===== src/rtl/truth_table_sweeper_if.sv =====
// Bundle of signals between the truth-table sweeper and whoever controls it.
// The block under test is driven through drv and answers on f_in.
//   master : controller side, drives start/abort/expected_mask and returns f_in
//   slave  : sweeper side, drives drv and all result/status signals
interface truth_table_sweeper_if #(
  parameter int N_IN = 4
);
  logic                 start;
  logic                 abort;
  logic [2**N_IN-1:0]   expected_mask;
  logic [N_IN-1:0]      drv;
  logic                 f_in;
  logic                 busy;
  logic                 done;
  logic                 pass;
  logic [2**N_IN-1:0]   captured;
  logic [N_IN:0]        fail_count;
  logic [N_IN-1:0]      first_fail;

  modport master (
    output start, abort, expected_mask, f_in,
    input  drv, busy, done, pass, captured, fail_count, first_fail
  );

  modport slave (
    input  start, abort, expected_mask, f_in,
    output drv, busy, done, pass, captured, fail_count, first_fail
  );
endinterface


===== src/rtl/truth_table_sweeper.sv =====
// Exhaustive truth-table sweeper for a combinational block under test.
// Walks drv through every input value, holds each for SETTLE+1 cycles, samples
// f_in on the last edge of that window, rebuilds the truth table in captured and
// compares it with the expected minterm mask latched at start.
// Ports:
//   clk   : single clock, all state on the rising edge
//   rst_n : asynchronous active-low reset
//   bus   : slave side of truth_table_sweeper_if (start/abort/expected_mask/f_in
//           in; drv/busy/done/pass/captured/fail_count/first_fail out)
module truth_table_sweeper #(
  parameter int N_IN   = 4,
  parameter int SETTLE = 1
) (
  input  logic                   clk,
  input  logic                   rst_n,
  truth_table_sweeper_if.slave   bus
);

  localparam int NV = 2**N_IN;
  localparam int CW = (SETTLE > 0) ? $clog2(SETTLE + 1) : 1;
  localparam int SL = (SETTLE > 0) ? SETTLE - 1 : 0;
  localparam logic [CW-1:0] SETTLE_LAST = CW'(SL);

  localparam logic [1:0] IDLE   = 2'd0;
  localparam logic [1:0] HOLD   = 2'd1;
  localparam logic [1:0] SAMPLE = 2'd2;
  localparam logic [1:0] DONE   = 2'd3;

  // With no settle time a vector goes straight to its sampling cycle.
  localparam logic [1:0] VEC_ENTRY = (SETTLE == 0) ? SAMPLE : HOLD;

  logic [1:0]      state_q, state_d;
  logic [CW-1:0]   cnt_q, cnt_d;
  logic [N_IN-1:0] drv_q, drv_d;
  logic [NV-1:0]   mask_q, mask_d;
  logic [NV-1:0]   captured_q, captured_d;
  logic [N_IN:0]   fail_q, fail_d;
  logic [N_IN-1:0] first_q, first_d;
  logic            pass_q, pass_d;

  logic            mismatch;
  logic [N_IN:0]   fail_inc;
  logic            last_vec;

  assign mismatch = bus.f_in != mask_q[drv_q];
  assign fail_inc = fail_q + {{N_IN{1'b0}}, mismatch};
  assign last_vec = &drv_q;

  always_comb begin
    state_d    = state_q;
    cnt_d      = cnt_q;
    drv_d      = drv_q;
    mask_d     = mask_q;
    captured_d = captured_q;
    fail_d     = fail_q;
    first_d    = first_q;
    pass_d     = pass_q;
    case (state_q)
      IDLE: begin
        // abort suppresses a simultaneous start
        if (bus.start && !bus.abort) begin
          state_d    = VEC_ENTRY;
          cnt_d      = '0;
          drv_d      = '0;
          mask_d     = bus.expected_mask;
          captured_d = '0;
          fail_d     = '0;
          first_d    = '0;
          pass_d     = 1'b0;
        end
      end
      HOLD: begin
        if (bus.abort) begin
          state_d = IDLE;
          drv_d   = '0;
          pass_d  = 1'b0;
        end else if (cnt_q == SETTLE_LAST) begin
          state_d = SAMPLE;
          cnt_d   = '0;
        end else begin
          cnt_d = cnt_q + CW'(1);
        end
      end
      SAMPLE: begin
        // abort on the sampling edge discards that vector's sample
        if (bus.abort) begin
          state_d = IDLE;
          drv_d   = '0;
          pass_d  = 1'b0;
        end else begin
          captured_d[drv_q] = bus.f_in;
          fail_d            = fail_inc;
          if (mismatch && (fail_q == '0)) begin
            first_d = drv_q;
          end
          if (last_vec) begin
            // drv stays at the top value rather than wrapping
            state_d = DONE;
            pass_d  = (fail_inc == '0);
          end else begin
            state_d = VEC_ENTRY;
            drv_d   = drv_q + {{(N_IN-1){1'b0}}, 1'b1};
          end
        end
      end
      default: begin
        state_d = IDLE;
      end
    endcase
  end

  always_ff @(posedge clk or negedge rst_n) begin
    if (!rst_n) begin
      state_q    <= IDLE;
      cnt_q      <= '0;
      drv_q      <= '0;
      mask_q     <= '0;
      captured_q <= '0;
      fail_q     <= '0;
      first_q    <= '0;
      pass_q     <= 1'b0;
    end else begin
      state_q    <= state_d;
      cnt_q      <= cnt_d;
      drv_q      <= drv_d;
      mask_q     <= mask_d;
      captured_q <= captured_d;
      fail_q     <= fail_d;
      first_q    <= first_d;
      pass_q     <= pass_d;
    end
  end

  assign bus.drv        = drv_q;
  assign bus.busy       = (state_q == HOLD) || (state_q == SAMPLE);
  assign bus.done       = (state_q == DONE);
  assign bus.pass       = pass_q;
  assign bus.captured   = captured_q;
  assign bus.fail_count = fail_q;
  assign bus.first_fail = first_q;

endmodule


===== src/flat_wrapper.sv =====
// flat-port wrapper written by rule: the top's interface ports become plain ports
module truth_table_sweeper_flat 
#(
  parameter int N_IN   = 4,
  parameter int SETTLE = 1
)
  (clk, rst_n, bus_start, bus_abort, bus_expected_mask, bus_f_in, bus_drv, bus_busy, bus_done, bus_pass, bus_captured, bus_fail_count, bus_first_fail);
  truth_table_sweeper_if #(.N_IN(N_IN)) bus_i ();
  input  logic clk;
  input  logic rst_n;
  input wire logic [$bits(bus_i.start)-1:0] bus_start;
  input wire logic [$bits(bus_i.abort)-1:0] bus_abort;
  input wire logic [$bits(bus_i.expected_mask)-1:0] bus_expected_mask;
  input wire logic [$bits(bus_i.f_in)-1:0] bus_f_in;
  output wire logic [$bits(bus_i.drv)-1:0] bus_drv;
  output wire logic [$bits(bus_i.busy)-1:0] bus_busy;
  output wire logic [$bits(bus_i.done)-1:0] bus_done;
  output wire logic [$bits(bus_i.pass)-1:0] bus_pass;
  output wire logic [$bits(bus_i.captured)-1:0] bus_captured;
  output wire logic [$bits(bus_i.fail_count)-1:0] bus_fail_count;
  output wire logic [$bits(bus_i.first_fail)-1:0] bus_first_fail;
  assign bus_i.start = bus_start;
  assign bus_i.abort = bus_abort;
  assign bus_i.expected_mask = bus_expected_mask;
  assign bus_i.f_in = bus_f_in;
  assign bus_drv = bus_i.drv;
  assign bus_busy = bus_i.busy;
  assign bus_done = bus_i.done;
  assign bus_pass = bus_i.pass;
  assign bus_captured = bus_i.captured;
  assign bus_fail_count = bus_i.fail_count;
  assign bus_first_fail = bus_i.first_fail;
  truth_table_sweeper #(.N_IN(N_IN), .SETTLE(SETTLE)) u_core (.clk(clk), .rst_n(rst_n), .bus(bus_i));
endmodule

===== config.mk =====
export PLATFORM = sky130hd
export DESIGN_NAME = truth_table_sweeper_flat
export DESIGN_NICKNAME = d
export VERILOG_FILES = /design/src/rtl/truth_table_sweeper_if.sv /design/src/rtl/truth_table_sweeper.sv /design/src/flat_wrapper.sv
export SDC_FILE = /design/constraint.sdc
export NUM_CORES = 1
export LEC_CHECK = 0
export BUFFER_PORTS_ARGS = -buffer_cell sky130_fd_sc_hd__buf_4
export CAP_MARGIN = 20
export CORE_UTILIZATION = 40
export DETAILED_ROUTE_END_ITERATION = 16
export HOLD_SLACK_MARGIN = 0.08
export MAX_ROUTING_LAYER = met4
export PLACE_DENSITY_LB_ADDON = 0.12
export SYNTH_ARGS = -nofsm -noshare
export SYNTH_HDL_FRONTEND = slang
export SYNTH_SLANG_ARGS = --single-unit

===== constraint.sdc =====
create_clock -name clk -period 6.86 [get_ports clk]
set_input_delay 0.686 -clock clk [delete_from_list [all_inputs] [get_ports clk]]
set_output_delay 0.686 -clock clk [all_outputs]
set_load 0.01 [all_outputs]

==> flow_metrics.env, run 1 <==
export IMPL_nets=321
export IMPL_diodes=0
export IMPL_fillCellCount=558
export IMPL_core_area_um2=5990
export IMPL_outcome="complete, no violations"
export IMPL_grt_max_degree=49
export IMPL_tightest_slew_ns=0.933
export IMPL_synth_cell_types=36
export IMPL_min_period_ns=3.17
export IMPL_synth_top_family_by_area="simple AND/OR/NAND/NOR gates"
export IMPL_grt_pass1_wl_um=8630
export IMPL_final_antenna_net_count=0
export IMPL_synthAdderAreaFrac=0.0546
export IMPL_holdCritPathClass="input pin to asynchronous set/reset pin"
export IMPL_synth_compound_area_frac=0.141
export IMPL_drive_gt1_frac=0.293
export IMPL_synthSimpleGateAreaFrac=0.149
export IMPL_cts_buffers=5
export IMPL_final_setup_viol_count=0
export IMPL_crit_type="flop to flop"
export IMPL_combPwrFrac=0.352
export IMPL_crit_end="u_core.bus.pass"
export IMPL_syn_to_final_growth_pct=21.7
export IMPL_slew_headroom=0.376
export IMPL_synth_nets=274
export IMPL_synth_area_per_cell_um2=10.4
export IMPL_hold_viol=0
export IMPL_wire_per_inst_um=14.7
export IMPL_synthFlopType="dfrtp_1"
export IMPL_synthArstFlopShare=1.00
export IMPL_r2r_slack_ns=3.69
export IMPL_hpwlAfterDp_um=3790
export IMPL_final_common_cell="nand2_1"
export IMPL_synth_xor_area_frac=0.0139
export IMPL_start_util=0.420
export IMPL_crit_required_ns=7.08
export IMPL_r2r_start="u_core.bus.drv[0]"
export IMPL_cts_root_buf="clkbuf_8"
export IMPL_wirelength_um=5360
export IMPL_p_sw_frac=0.336
export IMPL_synth_cells=242
export IMPL_io_pins=53
export IMPL_hold_buffers=0
export IMPL_h_tree_depth=2
export IMPL_final_setup_tns_ns=0
export IMPL_grt_ovfl_total=0
export IMPL_syn_area_um2=2520
export IMPL_skew_ns=0.00962
export IMPL_r2r_end="u_core.bus.pass"
export IMPL_pwr_share_seq=0.425
export IMPL_cts_sinks=48
export IMPL_fmax_mhz=315
export IMPL_dieWidth_um=81.4
export IMPL_path_clk_slew_ns=0.09
export IMPL_cts_tree="yes"
export IMPL_synth_edff_count=0
export IMPL_gp_congestion=0.738
export IMPL_fin_crit_sh=0.463
export IMPL_track_usage=0.177
export IMPL_p_sw_mw=0.307
export IMPL_cell_internal_pwr_mw=0.606
export IMPL_startpoint_type="flop"
export IMPL_cp_startpoint="u_core.bus.drv[0]"
export IMPL_netlist_area_leader_share=0.477
export IMPL_layout_common_cells="54 x nand2_1, 53 x buf_4, 48 x dfrtp_1, 21 x a22o_1, 16 x mux2_2"
export IMPL_dr_first_iter_drc_count=96
export IMPL_powerDensity_nw_per_um2=298
export IMPL_clk_latency_ns=0.30
export IMPL_die_h_um=81.4
export IMPL_finalPower_mw=0.913
export IMPL_ir_worst_vdd_uv=169
export IMPL_via_count=1904
export IMPL_antenna_found_initial=0
export IMPL_die_area_um2=6620
export IMPL_drc=0
export IMPL_synth_area_top_cells="dfrtp_1 48%, nand2_1 8.0%, a22o_1 7.3%"
export IMPL_maxSlewViolCount=0
export IMPL_first_global_vias=1838
export IMPL_io_buffers=52
export IMPL_power_leakage_nw=1.49
export IMPL_critical_path_arrival_ns=3.39
export IMPL_clockBufferDepth=2
export IMPL_postCtsSetupBuffers=0
export IMPL_synthMuxAreaShare=0.131
export IMPL_cap_violations=0
export IMPL_seq_area_frac_synth=0.477
export IMPL_ys_ff_latch=48
export IMPL_rows=28
export IMPL_cp_max_fo=12
export IMPL_synth_top_area_cell="dfrtp_1"
export IMPL_rsz0062_at_grt="no"
export IMPL_setup_ws_ns=3.69
export IMPL_viasPerCell=5.22
export IMPL_p_clk_frac=0.223
export IMPL_r2r_worst_path_cells=10
export IMPL_first_pass_iters=4
export IMPL_yosysWarnings=0
export IMPL_cts_resized=0
export IMPL_endpoint_kind="flop"
export IMPL_dpl_worst_slack_ns=3.55
synth_stat cells (all sizes together), types with 3 or more instances:
| master | number |
|---|---|
| nand2 | 54 |
| inv | 8 |
| dfrtp | 48 |
| mux2 | 18 |
| nor3 | 3 |
| clkbuf | 11 |
| ha | 11 |
| and3 | 5 |
| o21ai | 13 |
| mux4 | 4 |
| a22o | 21 |
| mux2i | 3 |
| nand3 | 6 |
| nor2b | 4 |
| nor2 | 7 |
| a21oi | 6 |
logic make-up after synthesis:
group | count (synthesis)
and+or+nand+nor | 85
AOI/OAI and AO/OA | 48
xor gates and xnor gates | 4
adders and majority gates | 11
DFF | 48
buffers and inverters | 21
muxes | 25
metrics by stage:
step,cells,hold WS (ns),util,instance area (um2)
floorplan,242,0.390,-,2520
global placement,356,0.475,0.492,2950
detailed placement,356,0.482,0.492,2950
CTS,364,0.413,0.510,3060
global route,365,0.433,0.512,3070
finish,365,0.396,0.512,3070
per-layer routing:
layer  up-vias  part of all wire  wire [um]  GRT usage
li1        941                 -          -          -
met1       910              0.48       2560      0.234
met2        51              0.46       2490      0.271
met3         2             0.052        279     0.0382
met4         0            0.0067         36     0.0571
met5         -                 0          0          -
layout make-up:
cell class              instances  area, um2  area share
flip-flops and latches         48       1200       0.392
inverters                       8       30.0     0.00980
repair buffers                 53        398       0.130
clock inverters                 3       42.5      0.0139
multi-input cells             173       1230       0.402
well taps                      75       93.8      0.0306
clock buffers                   5       68.8      0.0224
power by group through the flow:
stage                     clock network (mW)  registers (mW)  logic (mW)
after floorplan                            0           0.381       0.242
after global placement                     0           0.393       0.318
after detailed placement                   0           0.395       0.322
after CTS                              0.210           0.389       0.322
after global routing                   0.223           0.398       0.358
final                                  0.204           0.388       0.321
registers in the layout, indices dropped and copies added (netlist names):
signal                 cells
u_core.bus.drv             4
u_core.bus.pass            1
u_core.mask_q             16
u_core.bus.first_fail      4
u_core.bus.fail_count      5
u_core.state_q             2
u_core.bus.captured       16
how the worst min path moves through the flow:
stage / end / depth (start not counted)
5_1_grt: u_core.bus.fail_count[3] / 1
3_3_place_gp: u_core.bus.pass / 2
3_5_place_dp: u_core.bus.pass / 2
4_1_cts: u_core.bus.fail_count[3] / 1
6_report: u_core.bus.fail_count[3] / 1
2_1_floorplan: u_core.bus.captured[0] / 0
worst max-delay path: stages (launching register included):
cell and delay, ns:
dfrtp_1 0.68, mux4_2 0.58, a22o_1 0.25, o21a_1 0.23, or2_1 0.23, ha_1 0.20, ha_1 0.26, xor2_1 0.16
nor3_1 0.15, nand4_1 0.14, o21ai_0 0.21
Power figures use the tool's default switching activity.
==> run 2, diff against run 1 <==
clock period = 2.65 ns   (was 6.86 ns; I/O delays follow)
==> run 2 against run 1 <==
Against the previous run: fmax is 21% higher; combinational power rose to 2.8 times the previous value; power grew to 2.6 times the previous value; wire length rose by 1.0%; cell area increased by 2.4%; clock skew shrank 0.0054 ns; worst hold slack lost 0.21 ns; register-to-register slack worse by 3.7 ns; utilization grew 1.2 points; critical path depth stayed put; non-clock buffer count up 10; largest power group unchanged.
==> flow_metrics.env, run 2 (synthesized netlist as in run 1, its figures left out) <==
export IMPL_drive_gt1_frac=0.317
export IMPL_rows=28
export IMPL_viasPerCell=5.14
export IMPL_cts_buffers=5
export IMPL_powerDensity_nw_per_um2=745
export IMPL_via_count=1926
export IMPL_final_setup_tns_ns=0
export IMPL_dr_first_iter_drc_count=101
export IMPL_die_area_um2=6620
export IMPL_hp_start="bus_abort"
export IMPL_tightest_slew_ns=0.599
export IMPL_first_pass_iters=4
export IMPL_drc=0
export IMPL_maxSlewViolCount=0
export IMPL_regArea_um2=1200
export IMPL_track_usage=0.189
export IMPL_hpwlAfterDp_um=3990
export IMPL_dieWidth_um=81.4
export IMPL_path_clk_slew_ns=0.08
export IMPL_crit_chain="mux4_2 > a22o_1 > o21a_1 > or2_1 > ha_2 > ha_4 > xor2_1 > nor3_1 > nand4_1 > o21ai_1"
export IMPL_wire_per_inst_um=14.4
export IMPL_cp_startpoint="u_core.bus.drv[0]"
export IMPL_io_buffers=52
export IMPL_cts_root_buf="clkbuf_8"
export IMPL_critical_path_arrival_ns=2.85
export IMPL_finalPower_mw=2.34
export IMPL_final_common_cell="buf_4"
export IMPL_layout_common_cells="62 x buf_4, 54 x nand2_1, 47 x dfrtp_1, 21 x a22o_1, 16 x mux2_2"
export IMPL_multi_input_area_um2=1250
export IMPL_cts_tree="yes"
export IMPL_wirelength_um=5420
export IMPL_grt_ovfl_total=0
export IMPL_fin_crit_sh=0.989
export IMPL_r2r_start="u_core.bus.drv[0]"
export IMPL_clockBufferDepth=2
export IMPL_nets=331
export IMPL_first_global_vias=1911
export IMPL_skew_ns=0.00420
export IMPL_crit_required_ns=2.88
export IMPL_cap_violations=0
export IMPL_ir_worst_vdd_uv=318
export IMPL_cp_slowest_cell="mux4_2"
export IMPL_io_pins=53
export IMPL_cp_max_fo=5
export IMPL_grt_pass1_wl_um=9180
export IMPL_placedCellCount=365
export IMPL_fillCellCount=551
export IMPL_max_stage_delay_ns=0.52
export IMPL_outcome="complete, no violations"
export IMPL_h_tree_depth=2
export IMPL_cts_sinks=48
export IMPL_grt_max_degree=49
export IMPL_fin_hold_ws_ns=0.183
export IMPL_gp_congestion=0.791
export IMPL_diodes=0
export IMPL_final_cells=375
export IMPL_rsz0062_at_grt="yes"
export IMPL_clk_latency_ns=0.30
export IMPL_die_h_um=81.4
export IMPL_final_setup_viol_count=0
export IMPL_holdCritPathClass="input pin to flop"
export IMPL_startpoint_type="flop"
export IMPL_power_leakage_nw=1.52
export IMPL_fmax_mhz=382
export IMPL_start_util=0.420
export IMPL_endpoint_kind="flop"
export IMPL_syn_to_final_growth_pct=24.6
export IMPL_core_area_um2=5990
export IMPL_min_period_ns=2.62
export IMPL_final_antenna_net_count=0
export IMPL_antenna_found_initial=0
export IMPL_hold_viol=0
export IMPL_crit_type="flop to flop"
export IMPL_slew_headroom=0.601
run 2: routing by layer:
layer	global-route usage	wire [um]
met5	-	0
met4	0.0786	72
met3	0.0472	270
met2	0.278	2560
met1	0.248	2520
run 2: path summary, 6_finish.rpt:
path                                     endpoint  slack, ns  depth (start not counted)
max                               u_core.bus.pass       0.03                         10
min                             u_core.state_q[0]       0.18                          2
max reg2reg                       u_core.bus.pass       0.03                         10
min reg2reg                u_core.bus.captured[4]       0.51                          1
max in group asynchronous       u_core.bus.drv[0]       1.69                          2
min in group asynchronous         u_core.bus.pass       0.50                          2
run 2: cell type report:
cell class | instances | area share
Inverter | 8 | 0.00957
Timing Repair Buffer | 63 | 0.152
Multi-Input combinational cell | 173 | 0.397
Clock buffer | 8 | 0.0287
Sequential cell | 48 | 0.383
Tap cell | 75 | 0.0299
run 2: worst max-delay path, delay by kind of cell (launching register included):
family          cells  cell delay (ns)
compound gates      3             0.59
mux                 1             0.52
simple gates        3             0.49
flops               1             0.45
fa+ha+maj           2             0.38
xor+xnor            1             0.14
run 2: power breakdown:
part	switching, mW	internal, mW	total [mW]
logic	0.446	0.439	0.885
clock network	0.236	0.213	0.449
registers	0.112	0.893	1.01
total	0.794	1.54	2.34
run 2: what timing repair did:
action	4_1_cts	5_1_grt
cloned	0	0
endpoints found under the setup margin	1	1
buffers inserted	1	0
pin swaps	2	1
endpoints found under the hold margin	48	0
hold buffers	1	0
gates resized for setup	1	0
run 2: stage by stage:
stage / setup slack [ns] / area [um2] / utilization
6_report: 0.0288 / 3140 / 0.524
3_3_place_gp: 0.0000451 / 3030 / 0.506
2_1_floorplan: -0.00829 / 2530 / -
3_5_place_dp: -0.0897 / 3030 / 0.506
4_1_cts: 0.00508 / 3140 / 0.524
5_1_grt: -0.0725 / 3140 / 0.524
